**src/rtl/telem_pkg.sv**
```systemverilog
// Shared definitions for the telemetry target scheduler: default sizes,
// bank operation encodings and the controller state enumeration.
package telem_pkg;

    localparam int NSLOT_DEF = 16;
    localparam int SW_DEF    = 4;
    localparam int TW_DEF    = 8;

    localparam logic [1:0] OP_HOLD  = 2'b00;
    localparam logic [1:0] OP_LOAD  = 2'b01;
    localparam logic [1:0] OP_CLEAR = 2'b10;

    typedef enum logic [1:0] {
        ST_IDLE  = 2'd0,
        ST_LOAD  = 2'd1,
        ST_OFFER = 2'd2,
        ST_CLEAR = 2'd3
    } state_e;

endpackage

```
**src/rtl/telem_rr_pick.sv**
```systemverilog
// Combinational first-set finder: returns the first set mask bit at or after
// ptr_i, wrapping around.  With ptr_i tied to zero it is a plain priority pick.
module telem_rr_pick
    import telem_pkg::*;
#(
    parameter int NSLOT = NSLOT_DEF,
    parameter int SW    = SW_DEF
) (
    input  logic [NSLOT-1:0] mask_i,
    input  logic [SW-1:0]    ptr_i,
    output logic [SW-1:0]    idx_o,
    output logic             found_o
);

    // Scan from the farthest candidate back to ptr_i so the nearest set bit wins.
    always_comb begin
        idx_o   = '0;
        found_o = 1'b0;
        for (int i = NSLOT - 1; i >= 0; i--) begin
            if (mask_i[ptr_i + SW'(i)]) begin
                idx_o   = ptr_i + SW'(i);
                found_o = 1'b1;
            end
        end
    end

endmodule

```
**src/rtl/telem_target_scheduler.sv**
```systemverilog
// Telemetry target scheduler: accepts slot loads, ages each slot's time-to-go,
// retires expired slots and offers occupied slots round-robin to fire control.
module telem_target_scheduler
    import telem_pkg::*;
#(
    parameter int NSLOT = NSLOT_DEF,
    parameter int SW    = SW_DEF,
    parameter int TW    = TW_DEF
) (
    input  logic             clk,
    input  logic             rst,
    input  logic             enable,
    input  logic             ld_valid,
    output logic             ld_ready,
    input  logic [SW-1:0]    ld_slot,
    input  logic [TW-1:0]    ld_time,
    input  logic             tick,
    output logic             disp_valid,
    input  logic             disp_ready,
    output logic [SW-1:0]    disp_slot,
    output logic [NSLOT-1:0] reg_sel,
    output logic [1:0]       reg_op,
    output logic [NSLOT-1:0] occupied,
    output logic             expired
);

    state_e            state_q;
    logic [SW-1:0]     slot_q;
    logic [TW-1:0]     time_q;
    logic [SW-1:0]     rrPtr_q;
    logic [NSLOT-1:0]  regSel_q;
    logic [1:0]        regOp_q;
    logic              dispValid_q;
    logic              expired_q;

    logic [NSLOT-1:0]  occ_q;
    logic [NSLOT-1:0]  pend_q;
    logic [TW-1:0]     ttg_q [NSLOT];

    logic [SW-1:0]     rrIdx;
    logic              rrFound;
    logic [SW-1:0]     pendIdx;
    logic              pendFound;
    logic              ldFire;

    telem_rr_pick #(.NSLOT(NSLOT), .SW(SW)) u_rr_pick (
        .mask_i  (occ_q),
        .ptr_i   (rrPtr_q),
        .idx_o   (rrIdx),
        .found_o (rrFound)
    );

    telem_rr_pick #(.NSLOT(NSLOT), .SW(SW)) u_exp_pick (
        .mask_i  (pend_q),
        .ptr_i   ('0),
        .idx_o   (pendIdx),
        .found_o (pendFound)
    );

    // ld_ready is gated by reset so every output reads 0 while reset is held.
    assign ld_ready   = rst && (state_q == ST_IDLE) && enable && !pendFound;
    assign ldFire     = ld_valid && ld_ready;

    assign disp_valid = dispValid_q;
    assign disp_slot  = dispValid_q ? slot_q : '0;
    assign reg_sel    = regSel_q;
    assign reg_op     = regOp_q;
    assign occupied   = occ_q;
    assign expired    = expired_q;

    // Controller FSM: arbitrates expiry/load/offer and registers the bank command.
    always_ff @(posedge clk or negedge rst) begin
        if (!rst) begin
            state_q     <= ST_IDLE;
            slot_q      <= '0;
            time_q      <= '0;
            rrPtr_q     <= '0;
            regSel_q    <= '0;
            regOp_q     <= OP_HOLD;
            dispValid_q <= 1'b0;
            expired_q   <= 1'b0;
        end else begin
            regSel_q  <= '0;
            regOp_q   <= OP_HOLD;
            expired_q <= 1'b0;
            case (state_q)
                ST_IDLE: begin
                    if (pendFound) begin
                        slot_q    <= pendIdx;
                        regSel_q  <= NSLOT'(1) << pendIdx;
                        regOp_q   <= OP_CLEAR;
                        expired_q <= 1'b1;
                        state_q   <= ST_CLEAR;
                    end else if (ldFire) begin
                        slot_q   <= ld_slot;
                        time_q   <= ld_time;
                        regSel_q <= NSLOT'(1) << ld_slot;
                        regOp_q  <= OP_LOAD;
                        state_q  <= ST_LOAD;
                    end else if (enable && rrFound) begin
                        slot_q      <= rrIdx;
                        dispValid_q <= 1'b1;
                        state_q     <= ST_OFFER;
                    end
                end
                ST_LOAD: begin
                    state_q <= ST_IDLE;
                end
                ST_OFFER: begin
                    if (disp_ready) begin
                        dispValid_q <= 1'b0;
                        rrPtr_q     <= slot_q + SW'(1);
                        regSel_q    <= NSLOT'(1) << slot_q;
                        regOp_q     <= OP_CLEAR;
                        state_q     <= ST_CLEAR;
                    end
                end
                ST_CLEAR: begin
                    state_q <= ST_IDLE;
                end
                default: begin
                    state_q <= ST_IDLE;
                end
            endcase
        end
    end

    // Per-slot occupancy, time-to-go and expiry tracking; load and clear override ageing.
    always_ff @(posedge clk or negedge rst) begin
        if (!rst) begin
            occ_q  <= '0;
            pend_q <= '0;
            for (int i = 0; i < NSLOT; i++) begin
                ttg_q[i] <= '0;
            end
        end else begin
            for (int i = 0; i < NSLOT; i++) begin
                if (tick && occ_q[i] && (ttg_q[i] != '0) &&
                    !((state_q == ST_OFFER) && (slot_q == SW'(i)))) begin
                    ttg_q[i] <= ttg_q[i] - TW'(1);
                    if (ttg_q[i] == TW'(1)) begin
                        pend_q[i] <= 1'b1;
                    end
                end
                if ((state_q == ST_LOAD) && (slot_q == SW'(i))) begin
                    occ_q[i]  <= 1'b1;
                    ttg_q[i]  <= time_q;
                    pend_q[i] <= 1'b0;
                end
                if ((state_q == ST_CLEAR) && (slot_q == SW'(i))) begin
                    occ_q[i]  <= 1'b0;
                    ttg_q[i]  <= '0;
                    pend_q[i] <= 1'b0;
                end
            end
        end
    end

endmodule

```
**config.mk**
```make
export PLATFORM = sky130hd
export DESIGN_NAME = telem_target_scheduler
export DESIGN_NICKNAME = d
export VERILOG_FILES = /design/src/rtl/telem_pkg.sv /design/src/rtl/telem_rr_pick.sv /design/src/rtl/telem_target_scheduler.sv
export SDC_FILE = /design/constraint.sdc
export NUM_CORES = 1
export LEC_CHECK = 0
export ABC_AREA = 1
export CORE_MARGIN = 10
export CORE_UTILIZATION = 59
export CTS_CLUSTER_DIAMETER = 60
export DETAILED_ROUTE_END_ITERATION = 12
export PLACE_DENSITY = 0.78
export SYNTH_ARGS = -nofsm -noshare
export SYNTH_HDL_FRONTEND = slang
export SYNTH_SLANG_ARGS = --single-unit
```
**constraint.sdc**
```tcl
create_clock -name clk -period 5.3 [get_ports clk]
set_input_delay 1.59 -clock clk [delete_from_list [all_inputs] [get_ports clk]]
set_output_delay 1.59 -clock clk [all_outputs]
set_load 0.005 [all_outputs]
```
==> results of run 1 <==
[Yosys cell counts (all sizes together)]
| cell | n | area (um2) |
|---|---|---|
| a2111o | 1 | 11.3 |
| a2111oi | 1 | 8.76 |
| a211o | 2 | 17.5 |
| a211oi | 1 | 7.51 |
| a21oi | 91 | 459 |
| a221oi | 5 | 43.8 |
| a22o | 1 | 8.76 |
| a22oi | 5 | 37.5 |
| a2bb2oi | 3 | 26.3 |
| a311oi | 1 | 8.76 |
| a31oi | 21 | 131 |
| a32o | 7 | 70.1 |
| a32oi | 5 | 43.8 |
| a41oi | 1 | 8.76 |
| and2 | 1 | 6.26 |
| and3 | 1 | 6.26 |
| buf | 15 | 103 |
| clkbuf | 28 | 105 |
| clkinv | 10 | 37.5 |
| dfrtp | 198 | 4950 |
| ha | 61 | 763 |
| inv | 270 | 1010 |
| mux2 | 1 | 11.3 |
| nand2 | 451 | 1710 |
| nand3 | 165 | 826 |
| nand4 | 15 | 93.8 |
| nor2 | 188 | 713 |
| nor3 | 31 | 155 |
| nor4 | 7 | 65.1 |
| o2111ai | 4 | 35.0 |
| o211ai | 58 | 435 |
| o21a | 1 | 7.51 |
| o21ai | 158 | 795 |
| o221ai | 11 | 96.3 |
| o22ai | 46 | 288 |
| o311ai | 1 | 8.76 |
| o31ai | 5 | 37.5 |
| o32ai | 6 | 52.6 |
| or2 | 3 | 18.8 |
| xnor2 | 2 | 25.0 |
| xor2 | 23 | 209 |
[report_power, final]
| part | switching (mW) | internal (mW) |
|---|---|---|
| registers | 0.655 | 2.09 |
| clock network | 0.672 | 0.631 |
| logic | 3.97 | 2.13 |
[layout make-up]
class	count	area, um2
Clock buffer	17	425
Clock inverter	15	164
Fill cell	1914	7640
Inverter	280	1050
Multi-Input combinational cell	1384	7240
Sequential cell	198	4950
Tap cell	285	357
Timing Repair Buffer	70	674
[worst max-delay path: stages]
cell and delay, ns:
clkdlybuf4s50_1 0.49, inv_1 0.08, nor4_4 0.31, clkdlybuf4s50_1 0.57
[logic make-up (layout without fill, tap and decap cells)]
kind of cell,Yosys count,after routing,share of synthesized area (%)
adder cells (fa/ha/maj),61,61,5.67
flip-flops,198,198,36.8
AND/OR/NAND/NOR,862,862,26.7
XOR/XNOR,25,25,1.74
AO/OA/AOI/OAI,435,435,19.6
buffers and inverters,323,382,9.36
multiplexers,1,1,0.0837
[per-stage QoR]
| stage | cells | worst slack (ns) | hold slack (ns) |
|---|---|---|---|
| 2_1_floorplan | 1905 | 1.76 | 0.449 |
| 3_3_place_gp | 2217 | 0.718 | 0.465 |
| 3_5_place_dp | 2217 | 0.665 | 0.473 |
| 4_1_cts | 2249 | 0.658 | 0.492 |
| 5_1_grt | 2249 | 0.630 | 0.515 |
| 6_report | 2249 | 0.661 | 0.493 |
[layout by cell type (no fill, tap or decap), types with 6 or more instances in the layout]
master,instances
a21oi_1,90
a31oi_1,21
a32o_1,7
buf_4,12
clkbuf_16,17
clkdlybuf4s50_1,57
clkinv_1,10
dfrtp_1,198
ha_1,61
inv_1,258
inv_2,12
nand2_1,446
nand3_1,165
nand4_1,15
nor2_1,185
nor3_1,31
o211ai_1,58
o21ai_0,150
o21ai_1,7
o221ai_1,11
o22ai_1,46
o32ai_1,6
xor2_1,22
[registers in the layout, summed over array words and instances, names as in the netlist]
signal and count:
rrPtr_q 4, disp_valid 1, reg_op 2, slot_q 4, occupied 16, reg_sel 16, time_q 8, pend_q 16
state_q 2, expired 1, ttg_q 128
[routing by layer]
metal / routed length [um] / part of all wire, % / global-route usage (%)
met1: 17200 / 43 / 36.3
met2: 18100 / 45 / 42.9
met3: 3480 / 8.6 / 5.09
met4: 1600 / 4.0 / 12.6
met5: 0 / 0 / 0
[how the worst max path moves through the flow]
stage | cells past startpoint | slack, ns | end
5_1_grt | 4 | 0.63 | ld_ready
3_5_place_dp | 4 | 0.67 | ld_ready
3_3_place_gp | 4 | 0.72 | ld_ready
4_1_cts | 4 | 0.66 | ld_ready
2_1_floorplan | 2 | 1.76 | ld_ready
6_report | 4 | 0.66 | ld_ready
==> flow_metrics.tcl, run 1 <==
set metrics [dict create \
    run_status "finished, final reports clean" \
    grt_antenna_before_repair 0 \
    ys_seq_elements 198 \
    detail_route.wirelength_um 40300 \
    via_count 13624 \
    final-hold-violation-count 0 \
    clk_root_buffer_cell "clkbuf_16" \
    final_max_slew_viols 0 \
    timing.hold.worst.class "flop to flop" \
    netlist_instances 1905 \
    report.final.setup_viol 0 \
    power.density_nw_per_um2 683 \
    route.antenna.remaining_nets 0 \
    r2r_setup_slack_ns 1.07 \
    final_core_util_pct 66.0 \
    placed_cell_area_um2 14300 \
    detailedRoute.firstIterationViolations 1570 \
    io_buffer_count 58 \
    rsz_0062_raised_after_global_routing "false" \
    initial_utilization_pct 59.8 \
    whs_path_depth 2 \
    via_count_of_the_first_global_routing_pass 12611 \
    clock_tree.htree_level_count 4 \
    final_area_um2 14900 \
    first_pass_grt_wire_length_um 64900 \
    drtPass1Iterations 8 \
    crit_type "input port to primary output" \
    worst_slew_pin_slew_ns 1.11 \
    drc_viols 0 \
    row_count 55 \
    net_count_of_the_finished_layout 2030 \
    gp_congestion 0.983 \
    routed_length_per_placed_instance_um 17.9 \
    mappedNetlistNets 1984 \
    grt_start_max_net_pins 83 \
    timing.setup.tns_ns 0 \
    layout-area-overhead-vs-synth_pct 10.5 \
    timing.max_cap.violations 0 \
    core_um2 22500 \
    origin_of_the_worst_min_delay_path "time_q[7]" \
    cts_tree "built" \
    max_freq_mhz 216 \
    post_route_cells_drive_above_1_share_pct 3.82 \
    critical_path.startpoint_type "input port" \
    report.power.total_mw 10.1 \
    antennaDiodeCount 0 \
    syn-cell-area_um2 13500 \
    leakagePower_nw 7.14 \
    layout_min_cycle_time_ns 4.64 \
    path_clk_slew_ns 0.08 \
    peakVddDrop_mv 0.407 \
    worst_min_delay_path_endpoint "time_q[7]" \
    timing.critical_path.from "enable" \
    avgSynthCellArea_um2 7.06 \
    num_clock_sinks 198 \
    timing.critical_path.fanout_max 2 \
    slew_headroom_pct 25.6 \
    grt_remaining_overflow 0 \
    critical_path.reg2reg.startpoint "rrPtr_q[0]" \
    cts_resized 0 \
    endpoint_kind "primary output" \
    cts.hold.buffers_added 0 \
    die_w_um 171 \
    dieHeight_um 171 \
    clock-skew-final_ns 0.0109 \
    clock_insertion_delay_worst_skew_ns 0.45 \
    worst_ep_required_time_ns 3.71 \
    critPathArrivalTime_ns 3.05 \
    dp.final_hpwl_um 28700 \
    cts.repair_timing.setup_buffer_count 0 \
    top_level_ports 59 \
    cts_max_path_buffers 2 \
    dieArea_um2 29200 \
    final_min_period_over_clock_period_pct 87.5 \
    cts_buffers 17 \
    via_per_inst 6.06 \
    grt.total_usage_pct 27.5 \
    rr_worst_depth 16 \
    synthesis.yosys.warnings 0 \
    worstReg2RegEnd "slot_q[1]" \
    synth_sequential_area_ratio_pct 36.8 \
    yosysUniqueCellTypes 54 \
]
Note: power is estimated with default switching activity, not from simulation.
==> run 2, diff against run 1 <==
--- a/config.mk
+++ b/config.mk
@@ -7,10 +7,10 @@
 export LEC_CHECK = 0
 export ABC_AREA = 1
 export CORE_MARGIN = 10
-export CORE_UTILIZATION = 59
+export CORE_UTILIZATION = 28
 export CTS_CLUSTER_DIAMETER = 60
 export DETAILED_ROUTE_END_ITERATION = 12
-export PLACE_DENSITY = 0.78
+export SKIP_CTS_REPAIR_TIMING = 1
 export SYNTH_ARGS = -nofsm -noshare
 export SYNTH_HDL_FRONTEND = slang
 export SYNTH_SLANG_ARGS = --single-unit
==> run 2 against run 1 <==
Total power grew 1.4%. Combinational power grew 2%. Hold slack lost 0.0057 ns. Clock power hardly changed. Critical endpoint unchanged.
==> flow_metrics.tcl, run 2 (synthesized netlist as in run 1, its figures left out) <==
set metrics [dict create \
    row_count 80 \
    largest_reg_flops 128 \
    area_of_combinational_cells_with_multiple_inputs_um2 7240 \
    timing.max_cap.violations 0 \
    clock_insertion_delay_worst_skew_ns 0.46 \
    crit_type "input port to primary output" \
    dp.final_hpwl_um 31800 \
    worst_ep_required_time_ns 3.71 \
    clock_tree.htree_level_count 4 \
    detailedRoute.firstIterationViolations 1183 \
    worst-path-buf-inv 3 \
    worst_path_max_delay_cell "clkdlybuf4s50_1" \
    seqCellArea_um2 4950 \
    routed_length_per_placed_instance_um 17.2 \
    clock-skew-final_ns 0.0142 \
    worst_slew_pin_slew_ns 1.12 \
    layout-area-overhead-vs-synth_pct 13.6 \
    cts_tree "built" \
    via_count 13414 \
    origin_of_the_worst_min_delay_path "time_q[5]" \
    registers.top_by_ff_count "ttg_q" \
    layout_min_cycle_time_ns 4.60 \
    post-place-cells 2547 \
    leakagePower_nw 7.13 \
    max_freq_mhz 217 \
    worst_min_delay_path_endpoint "time_q[5]" \
    cts_max_path_buffers 2 \
    gp_congestion 0.928 \
    rr_worst_depth 16 \
    timing.setup.tns_ns 0 \
    slew_headroom_pct 25.5 \
    run_status "finished, final reports clean" \
    route.antenna.remaining_nets 0 \
    dp_slack_ns 0.699 \
    final-hold-violation-count 0 \
    io_buffer_count 58 \
    timing.critical_path.cells "clkdlybuf4s50_1 > inv_1 > nor4_4 > clkdlybuf4s50_1" \
    post_route_cells_drive_above_1_share_pct 3.77 \
    initial_utilization_pct 28.2 \
    clk_root_buffer_cell "clkbuf_16" \
    via_count_of_the_first_global_routing_pass 12593 \
    dieArea_um2 57200 \
    endpoint_kind "primary output" \
    report.final.setup_viol 0 \
    top_level_ports 59 \
    drc_viols 0 \
    first_pass_grt_wire_length_um 69700 \
    drtPass1Iterations 6 \
    peakVddDrop_mv 0.272 \
    dieHeight_um 239 \
    die_w_um 239 \
    antennaDiodeCount 0 \
    power.density_nw_per_um2 673 \
    rsz_0062_raised_after_global_routing "false" \
    crit_top_cell "clkdlybuf4s50_1" \
    via_per_inst 5.20 \
    final_std_cells_w_o_fill 2579 \
    final_max_slew_viols 0 \
    worst_slack_ns 0.701 \
    critical_path.reg2reg.startpoint "rrPtr_q[1]" \
    r2r_setup_slack_ns 1.17 \
    grt_antenna_before_repair 1 \
    grt.total_usage_pct 15.3 \
    kind_of_cell_adding_the_most_delay_to_the_critical_path "buffers and inverters" \
    whs_path_depth 2 \
    cts_buffers 17 \
    timing.critical_path.fanout_max 2 \
    core_um2 47600 \
    final_min_period_over_clock_period_pct 86.8 \
    net_count_of_the_finished_layout 2030 \
    num_clock_sinks 198 \
    mostFrequentLayoutCell "nand2_1" \
    critical_path.startpoint_type "input port" \
    timing.critical_path.from "enable" \
    filler_cell_count 5016 \
    path_clk_slew_ns 0.08 \
    detail_route.wirelength_um 44400 \
    final_core_util_pct 32.1 \
    timing.hold.worst.class "flop to flop" \
    final_cell_mix "nand2_1, inv_1, dfrtp_1" \
    worstReg2RegEnd "slot_q[0]" \
    critPathArrivalTime_ns 3.01 \
    critical-path-max-stage-delay_ns 0.56 \
    grt_remaining_overflow 0 \
    grt_start_max_net_pins 152 \
]
run 2: tightest hold or removal path: cells and delay by family, from the launching register on:
kind / cells / cell delay [ns]
DFF: 1 / 0.35
and+or+nand+nor: 2 / 0.10
run 2: worst max-delay path by stage:
stage / slack (ns) / depth (start not counted) / end
finish: 0.70 / 4 / ld_ready
global route: 0.63 / 4 / ld_ready
CTS: 0.70 / 4 / ld_ready
detailed placement: 0.70 / 4 / ld_ready
global placement: 0.70 / 4 / ld_ready
floorplan: 1.76 / 2 / ld_ready
run 2: cell type report:
cell class              instances  area share [%]
clock inverters                14           0.967
well taps                     615            5.04
inverters                     280            6.88
flip-flops and latches        198            32.4
multi-input cells            1384            47.4
clock buffers                  18            2.81
repair buffers                 70            4.50
run 2: where the power goes:
| part | total (mW) | switching [mW] | internal, mW |
|---|---|---|---|
| clock | 1.32 | 0.659 | 0.663 |
| combinational | 6.23 | 4.09 | 2.14 |
| sequential | 2.73 | 0.645 | 2.09 |
run 2: per-layer routing:
| layer | GRT usage [%] | vias to the layer above | share of wire [%] |
|---|---|---|---|
| met5 | 0 | - | 0.029 |
| met4 | 5.38 | 2 | 2.9 |
| met3 | 3.32 | 74 | 6.5 |
| met2 | 24.3 | 435 | 46 |
| met1 | 20.1 | 6419 | 45 |
| li1 | - | 6484 | - |
run 2: metrics by stage:
step / area, um2 / hold WS, ns / power (mW)
after global routing: 15300 / 0.519 / 11.3
after detailed placement: 14700 / 0.466 / 8.85
after floorplan: 13500 / 0.449 / 7.13
after CTS: 15300 / 0.486 / 10.2
final: 15300 / 0.487 / 10.3
after global placement: 14700 / 0.464 / 8.72
==> run 3, diff against run 2 <==
--- a/config.mk
+++ b/config.mk
@@ -10,6 +10,7 @@
 export CORE_UTILIZATION = 28
 export CTS_CLUSTER_DIAMETER = 60
 export DETAILED_ROUTE_END_ITERATION = 12
+export REMOVE_ABC_BUFFERS = 1
 export SKIP_CTS_REPAIR_TIMING = 1
 export SYNTH_ARGS = -nofsm -noshare
 export SYNTH_HDL_FRONTEND = slang
==> run 3 against run 2 <==
Final cell count about the same. Critical path depth is the same. Maximum frequency shrank 4.6%. Die area unchanged. Via count rose by 0.80%. Sequential cell count stayed put. Clock skew grew 0.0011 ns. Sequential share of layout area down 0.087 points. Critical endpoint unchanged.
==> flow_metrics.tcl, run 3 (synthesized netlist as in run 1, its figures left out) <==
set metrics [dict create \
    run_status "finished, final reports clean" \
    leakagePower_nw 7.17 \
    final-hold-violation-count 0 \
    r2r_setup_slack_ns 1.30 \
    total_switching_power_mw 5.37 \
    clock_insertion_delay_worst_skew_ns 0.46 \
    rsz_0062_raised_after_global_routing "false" \
    layout_min_cycle_time_ns 4.82 \
    final_min_period_over_clock_period_pct 91.0 \
    detail_route.wirelength_um 45300 \
    mostFrequentLayoutCell "nand2_1" \
    timing.critical_path.fanout_max 2 \
    endpoint_kind "primary output" \
    die_w_um 239 \
    power.density_nw_per_um2 676 \
    critical-path-max-stage-delay_ns 0.58 \
    worst_path_max_delay_cell "clkdlybuf4s50_1" \
    clock-skew-final_ns 0.0153 \
    power_switching_share_pct 51.9 \
    io_buffer_count 58 \
    grt_antenna_before_repair 0 \
    report.power.total_mw 10.4 \
    largest_reg_flops 128 \
    cts_max_path_buffers 2 \
    critPathArrivalTime_ns 3.23 \
    drc_viols 0 \
    max_freq_mhz 207 \
    grt.total_usage_pct 15.7 \
    via_count_of_the_first_global_routing_pass 12538 \
    internal-power_mw 4.98 \
    p_seq_share_pct 26.8 \
    worst_ep_required_time_ns 3.71 \
    path_clk_slew_ns 0.07 \
    pwr-share-comb_pct 59.5 \
    dp.final_hpwl_um 33100 \
    dieArea_um2 57200 \
    detailedRoute.firstIterationViolations 1295 \
    core_um2 47600 \
    row_count 80 \
    via_per_inst 5.24 \
    initial_utilization_pct 28.2 \
    filler_cell_count 5124 \
    route.antenna.remaining_nets 0 \
    via_count 13521 \
    dieHeight_um 239 \
    layout-area-overhead-vs-synth_pct 13.9 \
    crit_top_cell "clkdlybuf4s50_1" \
    final_cell_mix "nand2_1, inv_1, dfrtp_1" \
    first_pass_grt_wire_length_um 70700 \
    grt_remaining_overflow 0 \
    timing.hold.worst.class "flop to flop" \
    routed_length_per_placed_instance_um 17.6 \
    num_clock_sinks 198 \
    gp_congestion 0.945 \
    post_route_cells_drive_above_1_share_pct 3.87 \
    clock_tree.htree_level_count 4 \
    cts_buffers 17 \
    cts_tree "built" \
    peakVddDrop_mv 0.229 \
    drtPass1Iterations 5 \
    slew_headroom_pct 19.9 \
    crit_type "input port to primary output" \
    registers.top_by_ff_count "ttg_q" \
    top_level_ports 59 \
    timing.setup.tns_ns 0 \
    grt_start_max_net_pins 65 \
    antennaDiodeCount 0 \
    final_max_slew_viols 0 \
    worst_slew_pin_slew_ns 1.20 \
    clk_root_buffer_cell "clkbuf_16" \
    timing.critical_path.cells "clkdlybuf4s50_1 > inv_1 > nor4_4 > clkdlybuf4s50_1" \
    power.clock.fraction_pct 13.6 \
    timing.max_cap.violations 0 \
    net_count_of_the_finished_layout 2033 \
    report.final.setup_viol 0 \
    critical_path.startpoint_type "input port" \
]
run 3: cell count changes in the layout (fill, tap and decap cells not counted), moves of 2 or more:
cell / previous run / this run
bufinv_16: 1 / 3
clkinvlp_4: 4 / 0
inv_8: 2 / 0
buf_4: 11 / 15
inv_6: 2 / 6
run 3: final timing paths:
| check | start | end | depth (start not counted) |
|---|---|---|---|
| setup / recovery | enable | ld_ready | 4 |
| hold / removal | time_q[6] | time_q[6] | 2 |
| setup reg to reg | rrPtr_q[1] | slot_q[2] | 16 |
| hold reg to reg | time_q[6] | time_q[6] | 2 |
| max in group asynchronous | rst | pend_q[5] | 4 |
| min in group asynchronous | rst | ttg_q[24] | 2 |
run 3: worst max-delay path: cells and delay by family:
kind / cells / cell delay, ns
and+or+nand+nor: 1 / 0.35
buffers and inverters: 3 / 1.28
run 3: power by group through the flow:
stage          combinational, mW  clock, mW  sequential [mW]
2_1_floorplan               4.47          0             2.56
3_3_place_gp                5.96          0             2.77
3_5_place_dp                6.08          0             2.78
4_1_cts                     6.11       1.43             2.76
5_1_grt                     7.05       1.48             2.86
6_report                    6.17       1.41             2.78
run 3: final cells by class:
type	count	area, um2	share of cell area [%]
clock buffer	19	443	2.89
clock inverter	12	165	1.08
inverter	280	1050	6.86
multi-input combinational	1384	7240	47.2
sequential	198	4950	32.3
tap	615	769	5.02
timing repair buffer	73	697	4.55
run 3: per-layer routing:
| layer | up-vias | wire [um] | GRT usage, % |
|---|---|---|---|
| met1 | 6494 | 20700 | 21.0 |
| met4 | 0 | 1270 | 5.17 |
| li1 | 6497 | - | - |
| met2 | 461 | 20600 | 25.1 |
| met3 | 69 | 2790 | 2.70 |
| met5 | - | 0 | 0 |
run 3: stage by stage:
step | instances | worst slack (ns) | util [%] | area (um2) | hold slack, ns
3_3_place_gp | 2550 | 0.437 | 30.9 | 14700 | 0.464
5_1_grt | 2581 | 0.409 | 32.1 | 15300 | 0.511
3_5_place_dp | 2550 | 0.457 | 30.9 | 14700 | 0.470
6_report | 2581 | 0.479 | 32.1 | 15300 | 0.491
2_1_floorplan | 1862 | 1.76 | - | 13200 | 0.449
4_1_cts | 2581 | 0.435 | 32.1 | 15300 | 0.489
